`src/rtl/mem_port_arbiter.sv`:
```
// Two-requester round-robin arbiter for a single synchronous memory port,
// with bounded burst locking and per-requester read-data return tracking.
module mem_port_arbiter #(
    parameter int AW        = 8,
    parameter int DW        = 16,
    parameter int RD_LAT    = 1,
    parameter int MAX_BURST = 4
) (
    input  logic          clk_50MHz,
    input  logic          reset,
    input  logic [1:0]    req,
    input  logic [1:0]    lock,
    input  logic [1:0]    we,
    input  logic [AW-1:0] addr0,
    input  logic [AW-1:0] addr1,
    input  logic [DW-1:0] wdata0,
    input  logic [DW-1:0] wdata1,
    output logic [1:0]    gnt,
    output logic [1:0]    rvalid,
    output logic [DW-1:0] rdata,
    output logic [AW-1:0] mem_addr,
    output logic [DW-1:0] mem_data,
    output logic          mem_wren,
    input  logic [DW-1:0] mem_q
);

    localparam int BW = $clog2(MAX_BURST + 1);
    localparam logic [BW-1:0] BMAX = BW'(MAX_BURST);

    logic              last_q, last_d;
    logic [BW-1:0]     bcnt_q, bcnt_d;
    logic [RD_LAT-1:0] vld_q, vld_d;
    logic [RD_LAT-1:0] id_q, id_d;

    logic gnt_any;
    logic win;
    logic win_we;
    logic locked;

    // bcnt is non-zero exactly when the previous cycle produced a grant, and
    // that grant went to last_q, so it doubles as the "granted last cycle" flag.
    always_comb begin
        locked  = req[last_q] && lock[last_q] && (bcnt_q != '0) && (bcnt_q < BMAX);
        gnt_any = (req != 2'b00) && !reset;

        win = 1'b0;
        case (req)
            2'b10:   win = 1'b1;
            2'b11:   win = locked ? last_q : ~last_q;
            default: win = 1'b0;
        endcase

        gnt      = 2'b00;
        mem_addr = '0;
        mem_data = '0;
        mem_wren = 1'b0;
        win_we   = 1'b0;
        if (gnt_any) begin
            gnt      = win ? 2'b10 : 2'b01;
            mem_addr = win ? addr1 : addr0;
            mem_data = win ? wdata1 : wdata0;
            win_we   = we[win];
            mem_wren = win_we;
        end

        last_d = last_q;
        bcnt_d = '0;
        if (gnt_any) begin
            last_d = win;
            if ((bcnt_q != '0) && (win == last_q)) begin
                bcnt_d = (bcnt_q == BMAX) ? bcnt_q : bcnt_q + BW'(1);
            end else begin
                bcnt_d = BW'(1);
            end
        end
    end

    // Read-return pipeline: stage 0 captures the granted read, the tail
    // lines up with mem_q for that address.
    assign vld_d[0] = gnt_any & ~win_we;
    assign id_d[0]  = win;

    generate
        for (genvar gi = 1; gi < RD_LAT; gi++) begin : g_stage
            assign vld_d[gi] = vld_q[gi-1];
            assign id_d[gi]  = id_q[gi-1];
        end
    endgenerate

    always_ff @(posedge clk_50MHz or posedge reset) begin
        if (reset) begin
            last_q <= 1'b1;
            bcnt_q <= '0;
            vld_q  <= '0;
            id_q   <= '0;
        end else begin
            last_q <= last_d;
            bcnt_q <= bcnt_d;
            vld_q  <= vld_d;
            id_q   <= id_d;
        end
    end

    always_comb begin
        rvalid = 2'b00;
        rdata  = '0;
        if (vld_q[RD_LAT-1]) begin
            rvalid = id_q[RD_LAT-1] ? 2'b10 : 2'b01;
            rdata  = mem_q;
        end
    end

endmodule
```
`config.mk`:
```
export PLATFORM = sky130hd
export DESIGN_NAME = mem_port_arbiter
export DESIGN_NICKNAME = d
export VERILOG_FILES = /design/src/rtl/mem_port_arbiter.sv
export SDC_FILE = /design/constraint.sdc
export NUM_CORES = 1
export LEC_CHECK = 0
export ABC_AREA = 1
export ABC_CLOCK_PERIOD_IN_PS = 2000
export CORE_MARGIN = 2
export CORE_UTILIZATION = 45
export DETAILED_ROUTE_END_ITERATION = 10
export DONT_BUFFER_PORTS = 1
export PLACE_DENSITY = 0.67
export SLEW_MARGIN = 40
export SYNTH_ARGS = -nofsm -noshare
export SYNTH_HDL_FRONTEND = slang
export SYNTH_SLANG_ARGS = --single-unit
export TNS_END_PERCENT = 5
```
`constraint.sdc`:
```
create_clock -name clk_50MHz -period 2 [get_ports clk_50MHz]
set_clock_uncertainty 0.2 [all_clocks]
set_input_delay 0.3 -clock clk_50MHz [delete_from_list [all_inputs] [get_ports clk_50MHz]]
set_output_delay 0.3 -clock clk_50MHz [all_outputs]
set_load 0.03 [all_outputs]
```
==> results of run 1 <==
-- power breakdown --
group / internal, uW / switching [uW]
sequential: 132 / 11.1
clock: 76.0 / 50.3
combinational: 115 / 282
total: 324 / 344
-- logic make-up after synthesis --
family	after synthesis
AND/OR/NAND/NOR	120
AO/OA/AOI/OAI	4
buffers and inverters	35
flip-flops	6
adder cells (fa/ha/maj)	2
-- cells in the final DEF, fill, tap and decap left out, types with 2 or more instances in the layout --
cell type,count
sky130_fd_sc_hd__nand2_1,59
sky130_fd_sc_hd__inv_1,26
sky130_fd_sc_hd__nand2_4,22
sky130_fd_sc_hd__nand2_2,20
sky130_fd_sc_hd__buf_4,9
sky130_fd_sc_hd__nand3_1,8
sky130_fd_sc_hd__dfrtp_1,5
sky130_fd_sc_hd__nor2_1,3
sky130_fd_sc_hd__clkbuf_4,3
sky130_fd_sc_hd__buf_12,3
sky130_fd_sc_hd__inv_4,2
sky130_fd_sc_hd__nand2_8,2
sky130_fd_sc_hd__o21ai_0,2
sky130_fd_sc_hd__nor3_1,2
sky130_fd_sc_hd__buf_6,2
-- layout make-up --
cell class                      instances  area [sq um]
Clock buffer                            4          26.3
Fill cell                             176           637
Inverter                               29           135
Multi-Input combinational cell        126           785
Sequential cell                         6           151
Tap cell                               27          33.8
Timing Repair Buffer                   15           160
Timing Repair inverter                  2          13.8
-- per-layer routing --
layer,up-vias,global-route usage [%],share of wire (%),wire (um)
met2,76,48.6,57,1720
met3,14,5.83,6.6,200
met4,0,8.57,3.9,118
met1,508,20.7,32,973
li1,517,-,-,-
met5,-,0,0,0
-- what timing repair did --
item | 4_1_cts | 5_1_grt
buffers inserted | 0 | 1
endpoints found under the setup margin | 27 | 27
hold buffers | 1 | 0
gates cloned | 2 | 0
pin swaps | 6 | 12
resized for setup | 49 | 12
hold endpoints to repair | 6 | 0
-- worst max-delay path: stages, from the launching register on --
cell and delay, ns:
sky130_fd_sc_hd__dfrtp_1 0.37, sky130_fd_sc_hd__inv_1 0.07, sky130_fd_sc_hd__ha_2 0.20, sky130_fd_sc_hd__nor2_4 0.04
sky130_fd_sc_hd__nand2_2 0.06, sky130_fd_sc_hd__nand2_2 0.05, sky130_fd_sc_hd__nand3_2 0.10, sky130_fd_sc_hd__nand2_4 0.09
sky130_fd_sc_hd__nand2_8 0.10, sky130_fd_sc_hd__clkinvlp_4 0.20, sky130_fd_sc_hd__nand2_2 0.16, sky130_fd_sc_hd__nand2_4 0.10
-- registers in the layout, indices dropped and copies added, names as in the netlist --
name    count
id_q        1
bcnt_q      3
vld_q       1
last_q      1
-- worst paths after layout --
kind	from	to	slack (ns)	depth (start not counted)
worst min-delay path	we[1]	vld_q	0.02	3
worst min register to register	last_q	last_q	0.41	2
max in group asynchronous	reset	last_q	0.87	3
min in group asynchronous	reset	bcnt_q[1]	0.43	3
worst max-delay path	bcnt_q[1]	mem_data[13]	-0.30	11
worst max register to register	bcnt_q[1]	bcnt_q[1]	0.12	11
-- per-stage QoR --
step | util (%) | cells | total power (uW)
final | 67.2 | 209 | 668
after global routing | 67.2 | 209 | 703
after CTS | 64.4 | 208 | 650
after detailed placement | 52.4 | 201 | 466
after global placement | 52.4 | 201 | 458
after floorplan | - | 167 | 414
==> out/metrics.yaml, run 1 <==
status:
  outcome: "finished, violations left"
  violations: "setup timing"
critical_path:
  worstSetupEndpointType: "output pin"
  crit_path_start_kind: "flip-flop"
  timing.setup.critical_path_class: "flip-flop to output pin"
  critPathMaxFanout: 6
  critical_path_required_time_ns: 1.50
  worst-endpoint-arrival_ns: 1.80
clock_tree:
  clk_pin_slew_worst_paths_ns: 0.05
  cts_made_buffers: 3
  worst_skew_pair.late_latency_ns: 0.25
  cts.sink_count: 6
  largest_buffer_count_on_any_clock_path: 2
  h-tree-depth: 1
  cts_tree: "built"
  root_buffer: "sky130_fd_sc_hd__clkbuf_4"
logic_synthesis:
  synth_enable_flop_cells: 0
  netlist_area_sq_um: 911
  synth.top_cell.area_share_pct: 35.9
  synthSimpleGateAreaFrac_pct: 57.8
  ys_async_sr_fraction_pct: 100
  synth.lib_cells_used.distinct: 23
  postSynthAreaPerCell_sq_um: 5.45
  synth_mux_area_share_pct: 0
  yosys_warnings: 0
  post_synth_fa_ha_maj_area_fraction_pct: 2.75
  synth-compound-area-share_pct: 2.61
  synth_xor_area_share_pct: 0
  synth_seq_cells: 6
  syn-num-nets: 241
  yosysSeqAreaShare_pct: 16.6
  yosysMostFrequentCell: "sky130_fd_sc_hd__nand2_1"
  synth_area_leader_cell: "sky130_fd_sc_hd__nand2_1"
  leading_cell_types_by_count_after_synthesis: "sky130_fd_sc_hd__nand2_1, sky130_fd_sc_hd__inv_1, sky130_fd_sc_hd__nand2_2, sky130_fd_sc_hd__nand3_1, sky130_fd_sc_hd__dfrtp_1"
  synthesis.instances: 167
  post_synth_main_area_contributors: "sky130_fd_sc_hd__nand2_1, sky130_fd_sc_hd__dfrtp_1, sky130_fd_sc_hd__inv_1"
  synth_top_family_by_area: "simple AND/OR/NAND/NOR gates"
  ys_dominant_reg_cell: "sky130_fd_sc_hd__dfrtp_1"
grt:
  grt_first_pass_wirelength_mm: 4.28
  grt_overflow: 0
  grt_start_max_net_pins: 26
  grt_pass1_vias: 1004
  grt_antenna_before_repair: 0
  globalRouteTotalUtil_pct: 23.3
floorplanning:
  core_region_area_sq_um: 1940
  floorplan_die_area_sq_um: 2400
  chipWidth_um: 49.0
  die_height_um: 49.0
  design.portCount: 117
  rows: 16
  floorplan.initialDensity_pct: 46.9
power:
  p_per_area_nw_per_um2: 512
  total_leakage_power_uw: 0.000741
  ir_worst_vdd_v: 0.000380
cells_and_area:
  design_area_sq_um: 1310
  antenna_cells_inserted: 0
  drive_above_1_share_pct: 39.6
  num-nets-final: 257
  area_growth_synth_to_finish_pct: 43.3
drt:
  starting_drc_count_in_detailed_routing: 17
  vias_per_cell: 5.33
  post-route-drc-count: 0
  vias: 1115
  initial_drt_pass_iterations: 4
  antenna_violating_nets_remaining: 0
  finalWirelength_mm: 3.01
  avgRoutedWirePerCell_um: 14.4
sta:
  setup_repair_after_global_routing_missed_its_margin: "yes"
  layout_setup_ws_ns: -0.304
  worstMarginPinSlew_ns: 0.479
  fin_crit_sh_pct: 115
  maxSlewHeadroom_pct: 68.1
  finalSetupTns_ns: -6.57
  post-route-min-period_ns: 2.30
  finalMaxSlewViolations: 0
  finalHoldViolCount: 0
  finalHoldWorstSlack_ns: 0.0201
  setup_violations_final: 27
  max_clock_freq_ghz: 0.434
place:
  io_buffers: 0
  dpl.hpwl_mm: 2.05
  pre_cts_slack_ns: -0.121
  detailed_place.area_sq_um: 1020
  routabilityCongestion: 0.762
flow_run:
  drv_cap: 0
min_path:
  worst_hold_path_type: "input pin to flip-flop"
No activity file was read; power rests on OpenSTA's default activity.
==> inputs of run 2 (changes only) <==
--- a/config.mk
+++ b/config.mk
@@ -11,6 +11,7 @@
 export CORE_UTILIZATION = 45
 export DETAILED_ROUTE_END_ITERATION = 10
 export DONT_BUFFER_PORTS = 1
+export MAX_ROUTING_LAYER = met4
 export PLACE_DENSITY = 0.67
 export SLEW_MARGIN = 40
 export SYNTH_ARGS = -nofsm -noshare
==> out/metrics.yaml, run 2 (synthesized netlist as in run 1, its figures left out) <==
clock_tree:
  h-tree-depth: 1  # unchanged
  clk_pin_slew_worst_paths_ns: 0.05  # about the same
  worst_skew_pair.late_latency_ns: 0.25  # about the same
  cts_tree: "built"
  largest_buffer_count_on_any_clock_path: 2  # unchanged
  cts.sink_count: 6  # unchanged
  root_buffer: "sky130_fd_sc_hd__clkbuf_4"
  cts_made_buffers: 3  # unchanged
sta:
  finalSetupTns_ns: -6.58  # -0.00659 ns
  post-route-min-period_ns: 2.30  # -0.0000410 ns
  finalHoldViolCount: 0  # unchanged
  fin_crit_sh_pct: 115  # about the same
  layout_setup_ws_ns: -0.304  # +0.0000410 ns
  worstMarginPinSlew_ns: 0.479  # unchanged
  setup_repair_after_global_routing_missed_its_margin: "yes"
  finalMaxSlewViolations: 0  # unchanged
  max_clock_freq_ghz: 0.434  # about the same
  maxSlewHeadroom_pct: 68.1  # unchanged
  setup_violations_final: 27  # unchanged
drt:
  post-route-drc-count: 0  # unchanged
  vias_per_cell: 5.33  # about the same
  vias: 1114  # -0.090%
  highest-signal-layer: "met4"
  finalWirelength_mm: 3.01  # about the same
  initial_drt_pass_iterations: 4  # unchanged
  drt-met1-wl_um: 981  # +0.82%
  avgRoutedWirePerCell_um: 14.4  # about the same
  met2RoutedLength_mm: 1.72  # unchanged
  starting_drc_count_in_detailed_routing: 16  # -1
  dr_wl_met3_um: 193  # -3.5%
  antenna_violating_nets_remaining: 0  # unchanged
floorplanning:
  design.portCount: 117  # unchanged
  floorplan_die_area_sq_um: 2400  # unchanged
  floorplan.initialDensity_pct: 46.9  # unchanged
  core_region_area_sq_um: 1940  # unchanged
  die_height_um: 49.0  # unchanged
  chipWidth_um: 49.0  # unchanged
  rows: 16  # unchanged
critical_path:
  worst-endpoint-arrival_ns: 1.80  # about the same
  critical_path_required_time_ns: 1.50  # about the same
  timing.reg2reg.worst_path_depth: 11  # unchanged
  worst_path_dominant_cell_family: "simple AND/OR/NAND/NOR gates"
  crit-reg2reg-capture: "bcnt_q[1]"
  critPathMaxFanout: 6  # unchanged
  crit_path_start_kind: "flip-flop"
  reg2reg_from: "bcnt_q[1]"
  crit_path_buf_inv_count: 2  # unchanged
  worstSetupEndpointType: "output pin"
  crit_chain: "inv_1 > ha_2 > nor2_4 > nand2_2 > nand2_2 > nand3_2 > nand2_4 > nand2_8 > clkinvlp_4 > nand2_2 > nand2_4"
  cp_slowest_cell: "sky130_fd_sc_hd__dfrtp_1"
  timing.setup.critical_path_class: "flip-flop to output pin"
  rrSetupSlack_ns: 0.12  # about the same
  cpMostUsedCell: "sky130_fd_sc_hd__nand2_2"
  cp_slowest_stage_delay_ns: 0.37  # about the same
grt:
  globalRouteTotalUtil_pct: 23.9  # +0.65 points
  grt_antenna_before_repair: 0  # unchanged
  grt_start_max_net_pins: 26  # unchanged
  grt_first_pass_wirelength_mm: 4.28  # unchanged
  grt_pass1_vias: 1004  # unchanged
  grt_overflow: 0  # unchanged
power:
  total_leakage_power_uw: 0.000741  # unchanged
  ir_worst_vdd_v: 0.000380  # about the same
  p_per_area_nw_per_um2: 512  # about the same
status:
  violations: "setup timing"
  outcome: "finished, violations left"
place:
  dpl.hpwl_mm: 2.05  # unchanged
  place_inst: 201  # unchanged
  detailed_place.area_sq_um: 1020  # unchanged
  routabilityCongestion: 0.773  # +1.3%
  io_buffers: 0  # unchanged
  pre_cts_slack_ns: -0.121  # unchanged
cells_and_area:
  final_common_cell: "sky130_fd_sc_hd__nand2_1"
  drive_above_1_share_pct: 39.6  # unchanged
  num-nets-final: 257  # unchanged
  stdcell_count: 209  # unchanged
  antenna_cells_inserted: 0  # unchanged
  design_area_sq_um: 1310  # unchanged
  commonest_cells_after_routing_fill_and_taps_aside: "sky130_fd_sc_hd__nand2_1, sky130_fd_sc_hd__inv_1, sky130_fd_sc_hd__nand2_4"
  post-route-util_pct: 67.2  # unchanged
  top_register: "bcnt_q"
  area_growth_synth_to_finish_pct: 43.3  # unchanged
  number_of_flip_flops_under_the_largest_register_name: 3  # unchanged
min_path:
  worstHoldEndpoint: "vld_q"
  hold_path.startpoint: "we[1]"
  worst_hold_path_type: "input pin to flip-flop"
  worst_hold_path.num_cells: 3  # unchanged
flow_run:
  drv_cap: 0  # unchanged
-- run 2: worst register-to-register path: stages (launching register included) --
cell and delay, ns:
sky130_fd_sc_hd__dfrtp_1 0.37, sky130_fd_sc_hd__inv_1 0.07, sky130_fd_sc_hd__ha_2 0.20, sky130_fd_sc_hd__buf_4 0.11, sky130_fd_sc_hd__buf_4 0.10, sky130_fd_sc_hd__inv_1 0.04, sky130_fd_sc_hd__nor3_1 0.32, sky130_fd_sc_hd__nand3_1 0.15
sky130_fd_sc_hd__nand2_1 0.08, sky130_fd_sc_hd__inv_1 0.04, sky130_fd_sc_hd__nand2_1 0.04, sky130_fd_sc_hd__nand2_1 0.04
-- run 2: timing repair --
| action | CTS | global route |
|---|---|---|
| gates cloned | 2 | 0 |
| hold buffers | 1 | 0 |
| endpoints found under the hold margin | 6 | 0 |
| setup endpoints to repair | 27 | 27 |
| resized for setup | 49 | 12 |
| buffers inserted | 0 | 1 |
| pin swaps | 6 | 12 |
-- run 2: worst max path at each step --
stage / start / end / slack [ns] / depth (start not counted)
4_1_cts: bcnt_q[0] / mem_data[4] / -0.28 / 13
5_1_grt: bcnt_q[1] / mem_data[4] / -0.41 / 13
2_1_floorplan: bcnt_q[0] / mem_data[10] / -0.08 / 12
3_5_place_dp: bcnt_q[0] / mem_addr[3] / -0.12 / 11
3_3_place_gp: bcnt_q[0] / mem_addr[3] / -0.02 / 11
6_report: bcnt_q[1] / mem_data[13] / -0.30 / 11
-- run 2: metrics by stage --
step	hold WS [ns]	power [uW]
2_1_floorplan	-0.0630	414
3_3_place_gp	0.0283	458
3_5_place_dp	0.0334	466
4_1_cts	0.0432	650
5_1_grt	0.0595	703
6_report	0.0202	668
-- run 2: where the power goes --
part / internal (uW) / total, uW / switching (uW)
clock network: 76.0 / 126 / 50.2
logic: 115 / 398 / 283
registers: 132 / 143 / 11.1
-- run 2: metal layers --
metal / vias up / GRT usage, %
li1: 517 / -
met1: 507 / 20.9
met2: 76 / 48.6
met3: 14 / 5.52
met4: 0 / 8.57
met5: - / -
-- run 2: layout make-up --
class | instances | area [sq um]
timing repair buffer | 15 | 160
sequential | 6 | 151
tap | 27 | 33.8
clock buffer | 4 | 26.3
inverter | 29 | 135
timing repair inverter | 2 | 13.8
multi-input combinational | 126 | 785
fill | 176 | 637
